File: config.mk
export PLATFORM = sky130hd
export DESIGN_NAME = bus_bridge
export DESIGN_NICKNAME = d
export VERILOG_FILES = /design/src/rtl/bus_pkg.sv /design/src/rtl/bus_addr_decoder.sv /design/src/rtl/bus_bridge.sv
export SDC_FILE = /design/constraint.sdc
export NUM_CORES = 1
export LEC_CHECK = 0
export ABC_CLOCK_PERIOD_IN_PS = 3730
export BUFFER_PORTS_ARGS = -buffer_cell sky130_fd_sc_hd__buf_2
export CORE_MARGIN = 2
export CORE_UTILIZATION = 45
export CTS_CLUSTER_DIAMETER = 50
export DETAILED_ROUTE_END_ITERATION = 10
export PLACE_DENSITY = 0.86
export SLEW_MARGIN = 30
export SYNTH_ARGS = -nofsm -noshare
export SYNTH_HDL_FRONTEND = slang
export SYNTH_HIERARCHICAL = 1
export SYNTH_SLANG_ARGS = --single-unit
File: constraint.sdc
create_clock -name clk -period 3.73 [get_ports clk]
set_clock_uncertainty 0.05 [all_clocks]
set_input_delay 0.1865 -clock clk [delete_from_list [all_inputs] [get_ports clk]]
set_output_delay 0.1865 -clock clk [all_outputs]
set_load 0.02 [all_outputs]
File: src/rtl/bus_pkg.sv
// Shared types and constants for the CPU bus bridge.
package bus_pkg;

  typedef enum logic [1:0] {
    IDLE,
    ACCESS,
    RESPOND
  } state_e;

  typedef enum logic [1:0] {
    NONE,
    ROM,
    RAM,
    IO
  } region_e;

  localparam logic [31:0] ERR_RDATA = 32'h0;

endpackage

File: src/rtl/bus_addr_decoder.sv
// Combinational region decode: ROM > RAM > IO priority, offset relative to the hit base.
module bus_addr_decoder
  import bus_pkg::*;
#(
  parameter logic [31:0] ROM_BASE      = 32'h0000_0000,
  parameter int unsigned ROM_SIZE_LOG2 = 12,
  parameter logic [31:0] RAM_BASE      = 32'h0000_1000,
  parameter int unsigned RAM_SIZE_LOG2 = 12,
  parameter logic [31:0] IO_BASE       = 32'hF000_0000,
  parameter int unsigned IO_SIZE_LOG2  = 16
) (
  input  logic [31:0] addr_i,
  output region_e     region_o,
  output logic [31:0] offset_o
);

  always_comb begin
    region_o = NONE;
    offset_o = '0;
    if (addr_i[31:ROM_SIZE_LOG2] == ROM_BASE[31:ROM_SIZE_LOG2]) begin
      region_o = ROM;
      offset_o = addr_i - ROM_BASE;
    end else if (addr_i[31:RAM_SIZE_LOG2] == RAM_BASE[31:RAM_SIZE_LOG2]) begin
      region_o = RAM;
      offset_o = addr_i - RAM_BASE;
    end else if (addr_i[31:IO_SIZE_LOG2] == IO_BASE[31:IO_SIZE_LOG2]) begin
      region_o = IO;
      offset_o = addr_i - IO_BASE;
    end
  end

endmodule

File: src/rtl/bus_bridge.sv
// CPU bus to ROM/RAM/IO slave bridge with error responses for illegal accesses.
// Define BUS_TIMEOUT_EN to bound the slave wait to TIMEOUT_CYCLES access cycles.
module bus_bridge
  import bus_pkg::*;
#(
  parameter logic [31:0] ROM_BASE       = 32'h0000_0000,
  parameter int unsigned ROM_SIZE_LOG2  = 12,
  parameter logic [31:0] RAM_BASE       = 32'h0000_1000,
  parameter int unsigned RAM_SIZE_LOG2  = 12,
  parameter logic [31:0] IO_BASE        = 32'hF000_0000,
  parameter int unsigned IO_SIZE_LOG2   = 16,
  parameter int unsigned TIMEOUT_CYCLES = 255
) (
  input  logic        clk,
  input  logic        reset,
  input  logic [31:0] busAddress,
  input  logic [31:0] busDataOut,
  input  logic        busValid,
  input  logic        busInstr,
  input  logic        busWriteEnable,
  output logic [31:0] busDataIn,
  output logic        busReady,
  output logic        busError,
  output logic [31:0] slaveAddress,
  output logic [31:0] slaveDataOut,
  output logic        slaveWriteEnable,
  output logic        romSel,
  output logic        ramSel,
  output logic        ioSel,
  input  logic [31:0] romDataIn,
  input  logic [31:0] ramDataIn,
  input  logic [31:0] ioDataIn,
  input  logic        romReady,
  input  logic        ramReady,
  input  logic        ioReady
);

  state_e      state_q, state_d;
  region_e     region_q, region_d, dec_region;
  logic [31:0] dec_offset;
  logic [31:0] off_q, off_d, wdata_q, wdata_d, rdata_q, rdata_d;
  logic        we_q, we_d, err_q, err_d;
  logic        sel_ready;
  logic [31:0] sel_rdata;
`ifdef BUS_TIMEOUT_EN
  logic [31:0] cnt_q, cnt_d;
`endif

  bus_addr_decoder #(
    .ROM_BASE      (ROM_BASE),
    .ROM_SIZE_LOG2 (ROM_SIZE_LOG2),
    .RAM_BASE      (RAM_BASE),
    .RAM_SIZE_LOG2 (RAM_SIZE_LOG2),
    .IO_BASE       (IO_BASE),
    .IO_SIZE_LOG2  (IO_SIZE_LOG2)
  ) u_dec (
    .addr_i   (busAddress),
    .region_o (dec_region),
    .offset_o (dec_offset)
  );

  // Only the selected slave's ready/data are observed.
  always_comb begin
    sel_ready = 1'b0;
    sel_rdata = '0;
    case (region_q)
      ROM: begin sel_ready = romReady; sel_rdata = romDataIn; end
      RAM: begin sel_ready = ramReady; sel_rdata = ramDataIn; end
      IO:  begin sel_ready = ioReady;  sel_rdata = ioDataIn;  end
      default: ;
    endcase
  end

  always_comb begin
    state_d  = state_q;
    region_d = region_q;
    off_d    = off_q;
    wdata_d  = wdata_q;
    we_d     = we_q;
    rdata_d  = rdata_q;
    err_d    = err_q;
`ifdef BUS_TIMEOUT_EN
    cnt_d    = cnt_q;
`endif
    case (state_q)
      IDLE: begin
        if (busValid) begin
          off_d   = dec_offset;
          wdata_d = busDataOut;
          we_d    = busWriteEnable;
          if (dec_region == NONE || (dec_region == ROM && busWriteEnable) ||
              (dec_region == IO && busInstr)) begin
            region_d = NONE;
            err_d    = 1'b1;
            rdata_d  = ERR_RDATA;
            state_d  = RESPOND;
          end else begin
            region_d = dec_region;
            err_d    = 1'b0;
            state_d  = ACCESS;
`ifdef BUS_TIMEOUT_EN
            cnt_d    = '0;
`endif
          end
        end
      end
      ACCESS: begin
        if (sel_ready) begin
          rdata_d = we_q ? '0 : sel_rdata;
          err_d   = 1'b0;
          state_d = RESPOND;
`ifdef BUS_TIMEOUT_EN
        end else if (cnt_q == 32'(TIMEOUT_CYCLES - 1)) begin
          rdata_d = ERR_RDATA;
          err_d   = 1'b1;
          state_d = RESPOND;
        end else begin
          cnt_d = cnt_q + 32'd1;
`endif
        end
      end
      RESPOND: state_d = IDLE;
      default: state_d = IDLE;
    endcase
  end

  always_ff @(posedge clk) begin
    if (reset) begin
      state_q  <= IDLE;
      region_q <= NONE;
      off_q    <= '0;
      wdata_q  <= '0;
      rdata_q  <= '0;
      we_q     <= 1'b0;
      err_q    <= 1'b0;
`ifdef BUS_TIMEOUT_EN
      cnt_q    <= '0;
`endif
    end else begin
      state_q  <= state_d;
      region_q <= region_d;
      off_q    <= off_d;
      wdata_q  <= wdata_d;
      rdata_q  <= rdata_d;
      we_q     <= we_d;
      err_q    <= err_d;
`ifdef BUS_TIMEOUT_EN
      cnt_q    <= cnt_d;
`endif
    end
  end

  assign romSel           = (state_q == ACCESS) && (region_q == ROM);
  assign ramSel           = (state_q == ACCESS) && (region_q == RAM);
  assign ioSel            = (state_q == ACCESS) && (region_q == IO);
  assign slaveWriteEnable = (state_q == ACCESS) && we_q;
  assign slaveAddress     = off_q;
  assign slaveDataOut     = wdata_q;
  assign busReady         = (state_q == RESPOND);
  assign busError         = (state_q == RESPOND) && err_q;
  assign busDataIn        = rdata_q;

endmodule
* Word level (Yosys, flattened, before mapping)
Index checks and enable logic that the tools add are counted.
** Storage, ports and cells
- Register bits after elaboration :: 102
- Input port bits :: 168
- Output and inout port bits :: 102
- Word-level logic and storage cells :: 60
** Cells by class
- $add $sub $neg :: 2
- Equal/unequal tests :: 12
- Multiplexer cells :: 22
- Reduce and logical (&&, ||, !) cells :: 17
** Operators by type and width (number)
- $mux 32 :: 7
- $pmux 32 s3 :: 1
- $pmux 32 s2 :: 1
- $sub 32x13->32 const B :: 1
- $sub 32x32->32 const B :: 1
- $eq 20x1->1 const B :: 1
- $logic_not 20->1 :: 1
- $eq 16x16->1 const B :: 1
- $mux 2 :: 7
- $eq 2x2->1 const B :: 4
- $logic_and 1x1->1 :: 7
- $eq 2x1->1 const B :: 3
- $ne 2x2->1 const B :: 3
- $logic_not 2->1 :: 2
- $pmux 2 s2 :: 1
- $reduce_and 2->1 :: 2
- $reduce_and 4->1 :: 1
- $mux 1 :: 3
- $pmux 1 s3 :: 1
- $reduce_and 3->1 :: 1
- $logic_or 1x1->1 :: 2
- $pmux 1 s2 :: 1
- $reduce_bool 2->1 :: 1

* Depth between registers and ports, before layout
Gate-level depths: netlist of the first run.
- Depth after elaboration :: 11
- Gate-level depth with buffers :: 11
- Mapped depth without buffers :: 10

* Hierarchy
Netlist of the first run, hierarchy kept.
** Modules (own cells, without submodules)
- bus_bridge :: instances 1, cells each 540, area each 4594.4 µm², seq. area each 2042.0 µm²
- bus_addr_decoder :: instances 1, cells each 71, area each 515.5 µm², seq. area each 0.0 µm²

* Worst setup path after synthesis of the first run
Ideal clock, no wire load.
- Kind :: input port to flip-flop
- Start :: in busAddress[28]
- End :: reg rdata_q[10] (netlist: busDataIn[10])
- Library setup time :: 0.121 ns
- Arrival time :: 2.336 ns
- Data required time :: 3.559 ns
- Slack :: 1.224 ns
- Cell stages on the path :: 11
- Path buffers :: 1
- Path through :: inv_1 -> ha_1 -> nor3b_2 -> nand3_1 -> a31o_2 -> a21oi_1 -> nor3b_1 -> a21o_1 -> o221ai_4 -> buf_2 -> mux2_2
** On the way
- Word-level cells in the longest chain between the ends :: 10
- Elaborated cells on any way between the ends :: 15
- Classes of those cells :: 5 x eq/ne; 3 x mux; 7 x reduce/logical
** RTL lines
- start: declaration :: line bus_bridge.sv:16 : input logic [31:0] busAddress,
- $eq 16x16->1 :: line bus_addr_decoder.sv:26 : end else if (addr_i[31:IO_SIZE_LOG2] == IO_BASE[31:IO_SIZE_LOG2]) begin
- $mux 2 :: line bus_addr_decoder.sv:26
- $mux 2 :: line bus_addr_decoder.sv:23 : end else if (addr_i[31:RAM_SIZE_LOG2] == RAM_BASE[31:RAM_SIZE_LOG2]) begin
- $mux 2 * :: line bus_addr_decoder.sv:20 : if (addr_i[31:ROM_SIZE_LOG2] == ROM_BASE[31:ROM_SIZE_LOG2]) begin
- named net dec_region[1] :: line bus_bridge.sv:39 : region_e region_q, region_d, dec_region;
- $eq 2x1->1 :: line bus_bridge.sv:91 : if (dec_region == NONE || (dec_region == ROM && busWriteEnable) ||
- $logic_and 1x1->1 :: line bus_bridge.sv:91
- $logic_or 1x1->1 :: line bus_bridge.sv:91
- $logic_or 1x1->1 * :: line bus_bridge.sv:91
- $ne 2x2->1 (no source line) *
- $reduce_and 4->1 (no source line) *
- end signal: assignment :: line bus_bridge.sv:144 : rdata_q <= rdata_d;
- end: declaration :: line bus_bridge.sv:41 : logic [31:0] off_q, off_d, wdata_q, wdata_d, rdata_q, rdata_d;
The timed path passes the listed nets; every way through them passes the cells marked *.
A chain may end at the register's enable or synchronous reset.

* Worst setup path after layout of the first run
- Start :: in busAddress[28]
- End :: reg rdata_q[31] (netlist: busDataIn[31])
Same word-level chain as after synthesis.

==> summary.md, run 1 <==
| Metric | Value |
|---|---|
| Async set-reset flop share out of synthesis | `0%` |
| Synth unique cells | `46` |
| Vias post-DR | `5058` |
| Kind of critical path | `primary input to flop` |
| Post-Route WL | `14.0 mm` |
| Sink Count | `102` |
| Crit-path cells | `buf_2 > inv_1 > ha_1 > nor3b_2 > nand3_1 > a31o_2 > a21oi_1 > nor3b_1 > a21o_1 > o221ai_4 > buf_4 > mux2_2` |
| Maximum vdd drop | `0.294 mV` |
| Number of buffers created by CTS | `9` |
| GP Congestion | `0.850` |
| Diode count | `0` |
| Drt via density | `5.07` |
| Layout cells sized above 1 | `42.8%` |
| Post-synth top area share | `40.0%` |
| Cell Area, Placed | `6460 sq um` |
| CP delay by family, top | `compound AO/OA/AOI/OAI gates` |
| Hold Buf Count CTS | `0` |
| Worst-Skew Late Latency | `330 ps` |
| Critical Path Sink Type | `flop` |
| Port bufs | `269` |
| Initial antenna violation count | `0` |
| Setup TNS | `0 ps` |
| Max cap viols | `0` |
| Top-count cell post-synth | `nand2_1` |
| H-tree depth | `3` |
| Clk root buf | `clkbuf_16` |
| Yosys top cell by area | `dfxtp_1` |
| Post-synth EDFFs | `0` |
| Slowest CP cell | `buf_4` |
| Worst Path Buf+Inv | `3` |
| Area growth, synth to finish | `32.3%` |
| 1st-iter DRT viols | `304` |
| # rows | `38` |
| Highest achievable clock rate | `367 MHz` |
| Synth area leaders | `dfxtp_1, mux2_2, nand2_1, a21oi_1, a22oi_1` |
| Initial Utilization | `46.5%` |
| Cell Pwr Density | `350 nW/um^2` |
| CTS max path bufs | `2` |
| Pleak | `3.11 nW` |
| Post-route cell area | `6760 sq um` |
| Fin crit period | `2730 ps` |
| Number of post-CTS setup repair buffers | `0` |
| Relative slew slack | `51.5%` |
| Per-cell routed wire length | `14.0 um` |
| RSZ-0062 raised after global routing | `no` |
| Worst-path fanout max | `33` |
| Core Box Area | `11000 sq um` |
| Hold Vio Cnt, Final | `0` |
| Synthesis Warnings | `6` |
| Fill cell count | `1008` |
| First-pass GRT wire length | `22.7 mm` |
| Clock slew seen by the registers of the worst setup and hold paths | `70 ps` |
| Synth Area per Inst | `8.36 sq um` |
| Synth Cell Area | `5110 sq um` |
| Slew Viols, Final | `0` |
| Drc violations | `0` |
| Flop and latch count out of synthesis | `102` |
| Fin crit share | `73.1%` |
| Synth Flop Type | `dfxtp_1` |
| Worst Path Required | `3900 ps` |
| Overall Global Routing Usage | `22.1%` |
| CTS tree | `yes` |
| Outcome | `complete, no violations` |
| Pin count of the biggest net entering global routing | `69` |
| Die H | `111 um` |
| Detail Route Antenna Nets | `0` |
| DPL Wire Length | `10.5 mm` |
| Crit path DAT | `2900 ps` |
| Post-synthesis sequential area ratio | `40.0%` |
| Vias in the first global route | `4905` |
| Worst hold path type | `primary input to flop` |
| Top cells by count, synth | `nand2_1, dfxtp_1, a21oi_1` |
| Final setup vio count | `0` |
| CP startpoint kind | `primary input` |
| Max incr delay on CP | `410 ps` |
| Chip width | `111 um` |
| Post-CTS sizing | `0` |
| Remaining global-route overflow | `0` |
| Worst-margin pin slew | `727 ps` |
| Syn Inst Count | `611` |
| Detailed Routing Iterations Pass 1 | `4` |
| Io pins | `270` |
| Die ar. | `12200 sq um` |
| Nets | `1025` |
## flip-flops by register name, indices dropped and copies added (netlist names)
signal,count
region_q,2
err_q,1
we_q,1
state_q,2
slaveAddress,32
slaveDataOut,32
busDataIn,32
## layer usage
| layer | routed length (um) | global-route usage (%) |
|---|---|---|
| met5 | 0 | 0 |
| met4 | 393 | 8.17 |
| met3 | 867 | 5.49 |
| met2 | 6990 | 39.5 |
| met1 | 5740 | 25.4 |
## cell usage in the layout, fill, tap and decap left out, types with 5 or more instances in the layout
cell type and instances:
clkbuf_16 9, buf_4 10, nor2_1 48, dfxtp_1 101
nor2b_1 33, a21oi_1 73, conb_1 7, mux2_2 59
nand3_1 5, a22oi_1 32, mux2_1 6, and2_1 16
buf_2 268, nand2_1 134
## path summary, 6_finish.rpt
path | slack (ps) | from | endpoint | depth (start not counted)
worst max-delay path | 1000 | busAddress[28] | busDataIn[31] | 12
worst min-delay path | 30 | busDataOut[17] | slaveDataOut[17] | 3
worst max register to register | 1540 | region_q[1] | busDataIn[31] | 6
worst min register to register | 400 | slaveAddress[19] | slaveAddress[19] | 2
## logic make-up (layout without fill, tap and decap cells)
kind of cell | after synthesis | in the layout | share of synthesized area [%]
AND/OR/NAND/NOR | 261 | 261 | 24.3
AO/OA/AOI/OAI | 120 | 120 | 14.5
flip-flops | 102 | 102 | 40.0
multiplexers | 66 | 66 | 14.5
buffers and inverters | 57 | 298 | 5.66
adder cells (fa/ha/maj) | 4 | 4 | 0.979
other | 1 | 7 | 0.0734
## per-stage QoR
step / hold WS, ps / power [W] / std cells / util, % / setup WS, ps
finish: 25.1 / 0.00237 / 998 / 61.6 / 1000
global route: 14.1 / 0.00247 / 998 / 61.6 / 863
CTS: 10.9 / 0.00240 / 998 / 61.6 / 1050
detailed placement: 381 / 0.00145 / 982 / 58.8 / 695
global placement: 377 / 0.00144 / 982 / 58.8 / 792
floorplan: 272 / 0.00131 / 617 / - / 1220
## tightest hold or removal path, stage by stage
cell,delay [ps]
buf_2,90
nand2_1,40
a21oi_1,50
## report_power, final
part           internal (W)  switching (W)  leakage [nW]
Clock              0.000529       0.000415         0.152
Sequential          0.00112      0.0000132         0.829
Combinational      0.000129       0.000165          2.13
Total               0.00177       0.000592          3.11
## final cells by class
type / instances / area, sq um / share of cell area (%)
Clock inverter: 7 / 77.6 / 1.15
Timing Repair Buffer: 278 / 1420 / 21.0
Sequential cell: 102 / 2040 / 30.2
Multi-Input combinational cell: 458 / 2810 / 41.5
Clock buffer: 9 / 225 / 3.33
Inverter: 4 / 15.0 / 0.222
Tap cell: 140 / 175 / 2.59
No activity file was read; power rests on OpenSTA's default activity.
==> run 2: changes to the inputs <==
--- a/config.mk
+++ b/config.mk
@@ -5,7 +5,7 @@
 export SDC_FILE = /design/constraint.sdc
 export NUM_CORES = 1
 export LEC_CHECK = 0
-export ABC_CLOCK_PERIOD_IN_PS = 3730
+export ABC_CLOCK_PERIOD_IN_PS = 2700
 export BUFFER_PORTS_ARGS = -buffer_cell sky130_fd_sc_hd__buf_2
 export CORE_MARGIN = 2
 export CORE_UTILIZATION = 45
==> constraint.sdc (replaced) <==
create_clock -name clk -period 2.7 [get_ports clk]
set_clock_uncertainty 0.05 [all_clocks]
set_input_delay 0.135 -clock clk [delete_from_list [all_inputs] [get_ports clk]]
set_output_delay 0.135 -clock clk [all_outputs]
set_load 0.02 [all_outputs]
==> summary.md, run 2 (synthesis results as in run 1) <==
| Metric | Value |
|---|---|
| Dpl cells | `989` |
| Chip width | `111 um` |
| Sequential share of power | `44.3%` |
| # rows | `38` |
| Number of buffers created by CTS | `9` |
| Sink Count | `102` |
| Fill cell count | `886` |
| Initial antenna violation count | `0` |
| Final setup vio count | `0` |
| CP startpoint kind | `primary input` |
| Relative slew slack | `47.3%` |
| Slew Viols, Final | `0` |
| Drc violations | `0` |
| Worst hold path type | `primary input to flop` |
| CTS tree | `yes` |
| Worst slack at placement | `6.96 ps` |
| Most frequent cells in the layout | `buf_2, nand2_1, dfxtp_1, a21oi_1, mux2_2` |
| Nets | `1062` |
| Clock share of power | `42.8%` |
| Clock slew seen by the registers of the worst setup and hold paths | `70 ps` |
| DPL Wire Length | `10.6 mm` |
| Die ar. | `12200 sq um` |
| Total chip power | `0.00352 W` |
| Detailed Routing Iterations Pass 1 | `4` |
| Worst Path Required | `2870 ps` |
| Switching part of the total | `24.0%` |
| Final Worst Setup Slack | `328 ps` |
| Critical Path Sink Type | `flop` |
| Pin count of the biggest net entering global routing | `103` |
| Worst-Skew Late Latency | `330 ps` |
| Core Box Area | `11000 sq um` |
| Diode count | `0` |
| Initial Utilization | `46.5%` |
| Clk root buf | `clkbuf_16` |
| H-tree depth | `3` |
| Int Power | `0.00268 W` |
| Remaining global-route overflow | `0` |
| Die H | `111 um` |
| Cell Pwr Density | `490 nW/um^2` |
| Maximum vdd drop | `0.434 mV` |
| Worst-margin pin slew | `790 ps` |
| Post-Route WL | `15.0 mm` |
| Fin crit period | `2370 ps` |
| Vias in the first global route | `5010` |
| Max cap viols | `0` |
| Finished Layout Cells | `1035` |
| Drt via density | `5.05` |
| Number of post-CTS setup repair buffers | `0` |
| Hold Vio Cnt, Final | `0` |
| Commonest non-fill, non-tap cell in the layout | `buf_2` |
| Io pins | `270` |
| Comb pwr share | `12.9%` |
| Overall Global Routing Usage | `23.7%` |
| Area growth, synth to finish | `40.7%` |
| CTS max path bufs | `2` |
| GP Congestion | `0.824` |
| Port bufs | `269` |
| Post-CTS sizing | `0` |
| Outcome | `complete, no violations` |
| RSZ-0062 raised after global routing | `no` |
| Highest achievable clock rate | `422 MHz` |
| Kind of critical path | `primary input to flop` |
| Fin crit share | `87.9%` |
| Vias post-DR | `5228` |
| Detail Route Antenna Nets | `0` |
| 1st-iter DRT viols | `308` |
| Layout cells sized above 1 | `41.8%` |
| Hold Buf Count CTS | `30` |
| Per-cell routed wire length | `14.5 um` |
| Worst-path fanout max | `33` |
| Core Util, Final | `65.5%` |
| Setup TNS | `0 ps` |
| Crit path DAT | `2550 ps` |
| First-pass GRT wire length | `24.1 mm` |
| Total net switching power | `0.000845 W` |
| Pleak | `3.29 nW` |
run 2: metrics by stage:
step | cell area, sq um | hold slack, ps
after floorplan | 5130 | 221
after global placement | 6540 | 325
after detailed placement | 6540 | 331
after CTS | 7190 | 1.71
after global routing | 7190 | 1.98
final | 7190 | 9.09
run 2: area by class of cell:
class	count	area (sq um)	share of cell area, %
clock buffers	9	225	3.13
flip-flops and latches	102	2040	28.4
well taps	140	175	2.44
clock inverters	7	126	1.76
multi-input cells	458	2810	39.0
repair buffers	315	1800	25.0
inverters	4	15.0	0.209
run 2: power groups by stage:
stage | clock network, W | registers, W | logic [W]
3_3_place_gp | 0 | 0.00159 | 0.000407
2_1_floorplan | 0 | 0.00164 | 0.000173
5_1_grt | 0.00159 | 0.00156 | 0.000495
6_report | 0.00151 | 0.00156 | 0.000454
3_5_place_dp | 0 | 0.00159 | 0.000417
4_1_cts | 0.00154 | 0.00156 | 0.000451
run 2: worst max-delay path: stages:
cell and delay (ps):
buf_2 130, inv_1 110, ha_1 170, nor3b_2 230
nand3_1 190, a31o_2 250, a21oi_1 230, nor3b_1 80
a21o_1 210, o221ai_4 200, buf_12 230, mux2_2 360
run 2: per-layer routing:
layer / global-route usage, % / share of wire (%) / up-vias
li1: - / - / 2605
met3: 4.72 / 6.1 / 20
met1: 28.5 / 41 / 2409
met2: 42.9 / 51 / 194
met5: 0 / 0 / -
met4: 6.08 / 1.5 / 0
run 2: final timing paths:
kind         slack [ps]          endpoint  cells after the start              from
max                 330     busDataIn[14]                     12    busAddress[28]
min                   9   slaveDataOut[5]                      3     busDataOut[5]
max reg2reg         670      busDataIn[5]                      5        state_q[0]
min reg2reg         400  slaveAddress[18]                      2  slaveAddress[18]
==> run 3: changes to the inputs <==
--- a/config.mk
+++ b/config.mk
@@ -5,7 +5,7 @@
 export SDC_FILE = /design/constraint.sdc
 export NUM_CORES = 1
 export LEC_CHECK = 0
-export ABC_CLOCK_PERIOD_IN_PS = 2700
+export ABC_CLOCK_PERIOD_IN_PS = 3100
 export BUFFER_PORTS_ARGS = -buffer_cell sky130_fd_sc_hd__buf_2
 export CORE_MARGIN = 2
 export CORE_UTILIZATION = 45
==> constraint.sdc (replaced) <==
create_clock -name clk -period 3.1 [get_ports clk]
set_clock_uncertainty 0.05 [all_clocks]
set_input_delay 0.155 -clock clk [delete_from_list [all_inputs] [get_ports clk]]
set_output_delay 0.155 -clock clk [all_outputs]
set_load 0.02 [all_outputs]
==> summary.md, run 3 (synthesis results as in run 1) <==
| Metric | Value |
|---|---|
| Max cap viols | `0` |
| Detail Route Antenna Nets | `0` |
| Core Box Area | `11000 sq um` |
| Outcome | `complete, no violations` |
| Die ar. | `12200 sq um` |
| Fin crit share | `81.3%` |
| GP Congestion | `0.865` |
| Nets | `1049` |
| Pleak | `3.20 nW` |
| Vias post-DR | `5173` |
| Hold Vio Cnt, Final | `0` |
| Most frequent cells in the layout | `buf_2, nand2_1, dfxtp_1, a21oi_1, mux2_2` |
| Io pins | `270` |
| Worst-margin pin slew | `750 ps` |
| CTS tree | `yes` |
| Vias in the first global route | `4968` |
| RSZ-0062 raised after global routing | `no` |
| Fin crit period | `2520 ps` |
| Clk root buf | `clkbuf_16` |
| Relative slew slack | `50.0%` |
| Maximum vdd drop | `0.358 mV` |
| DPL Wire Length | `10.3 mm` |
| Final setup vio count | `0` |
| Core Util, Final | `63.8%` |
| Crit path DAT | `2700 ps` |
| Per-cell routed wire length | `14.4 um` |
| Total chip power | `0.00284 W` |
| Pin count of the biggest net entering global routing | `103` |
| Post-CTS sizing | `0` |
| CP startpoint kind | `primary input` |
| Commonest non-fill, non-tap cell in the layout | `buf_2` |
| Critical Path Sink Type | `flop` |
| Worst Path Buf+Inv | `3` |
| First-pass GRT wire length | `23.6 mm` |
| Final hold slack | `9.43 ps` |
| Sink Count | `102` |
| Initial antenna violation count | `0` |
| Crit-path cells | `buf_2 > inv_1 > ha_1 > nor3b_2 > nand3_1 > a31o_2 > a21oi_1 > nor3b_1 > a21o_1 > o221ai_4 > buf_12 > mux2_2` |
| Drc violations | `0` |
| CTS max path bufs | `2` |
| Kind of critical path | `primary input to flop` |
| Detailed Routing Iterations Pass 1 | `4` |
| Max incr delay on CP | `360 ps` |
| Cell Pwr Density | `406 nW/um^2` |
| Worst Path Required | `3280 ps` |
| Overall Global Routing Usage | `23.1%` |
| Post-route cell area | `7000 sq um` |
| Remaining global-route overflow | `0` |
| Worst-path fanout max | `33` |
| Clock slew seen by the registers of the worst setup and hold paths | `70 ps` |
| Slowest CP cell | `mux2_2` |
| Slew Viols, Final | `0` |
| Drt via density | `5.06` |
| R2R setup slack | `1040 ps` |
| CP delay by family, top | `compound AO/OA/AOI/OAI gates` |
| 1st-iter DRT viols | `360` |
| Cell Area, Placed | `6480 sq um` |
| Port bufs | `269` |
| Highest achievable clock rate | `397 MHz` |
| Diode count | `0` |
| Initial Utilization | `46.5%` |
| Setup TNS | `0 ps` |
| Worst-Skew Late Latency | `340 ps` |
| Worst hold path type | `primary input to flop` |
| Chip width | `111 um` |
| Number of buffers created by CTS | `9` |
| # rows | `38` |
| Die H | `111 um` |
| Area growth, synth to finish | `37.1%` |
| Layout cells sized above 1 | `41.7%` |
| H-tree depth | `3` |
| Post-Route WL | `14.7 mm` |
==> run 3: changes by cell type in the layout (fill, tap and decap cells not counted) <==
cell,before,now
bufinv_16,3,0
buf_12,2,1
clkinvlp_4,1,2
inv_8,1,3
dlygate4sd3_1,30,23
clkinv_2,0,1
clkbuf_8,0,1
buf_4,14,9
inv_6,2,0
==> run 3: metrics by stage <==
step                setup WS [ps]  cells
floorplan                     625    617
global placement              363    983
detailed placement            261    983
CTS                           632   1022
global route                  432   1022
finish                        579   1022
==> run 3: area by class of cell <==
type | instances | area [sq um]
clock buffer | 10 | 239
sequential | 102 | 2040
inverter | 4 | 15.0
tap | 140 | 175
timing repair buffer | 302 | 1670
fill | 907 | 3980
multi-input combinational | 458 | 2810
clock inverter | 6 | 53.8
==> run 3: path summary, 6_finish.rpt <==
check,to,depth (start not counted),start
setup / recovery,busDataIn[20],12,busAddress[28]
setup reg to reg,busDataIn[18],5,state_q[0]
hold reg to reg,slaveAddress[6],2,slaveAddress[6]
hold / removal,slaveDataOut[18],3,busDataOut[18]
==> run 3: timing repair <==
| action | CTS | global route |
|---|---|---|
| hold endpoints to repair | 23 | 0 |
| hold buffers | 23 | 0 |
| setup buffers | 0 | 0 |
==> run 3: report_power, final <==
part | switching, W | leakage, nW | internal [W] | total (W)
registers | 0.0000170 | 0.829 | 0.00134 | 0.00136
clock network | 0.000519 | 0.140 | 0.000582 | 0.00110
logic | 0.000205 | 2.23 | 0.000178 | 0.000383
total | 0.000741 | 3.20 | 0.00210 | 0.00284
==> run 3: layer usage <==
layer / wire, um / share of wire (%) / up-vias / GRT usage [%]
li1: - / - / 2584 / -
met4: 361 / 2.5 / 0 / 8.08
met5: 0 / 0 / - / 0
met1: 6080 / 41 / 2358 / 27.6
met3: 853 / 5.8 / 29 / 5.38
met2: 7380 / 50 / 202 / 40.7
==> run 3: worst register-to-register path, stage by stage, from the launching register on <==
cell,delay (ps)
dfxtp_1,430
nand2b_1,110
or4_1,710
buf_4,320
nor2_1,220
mux2_2,180
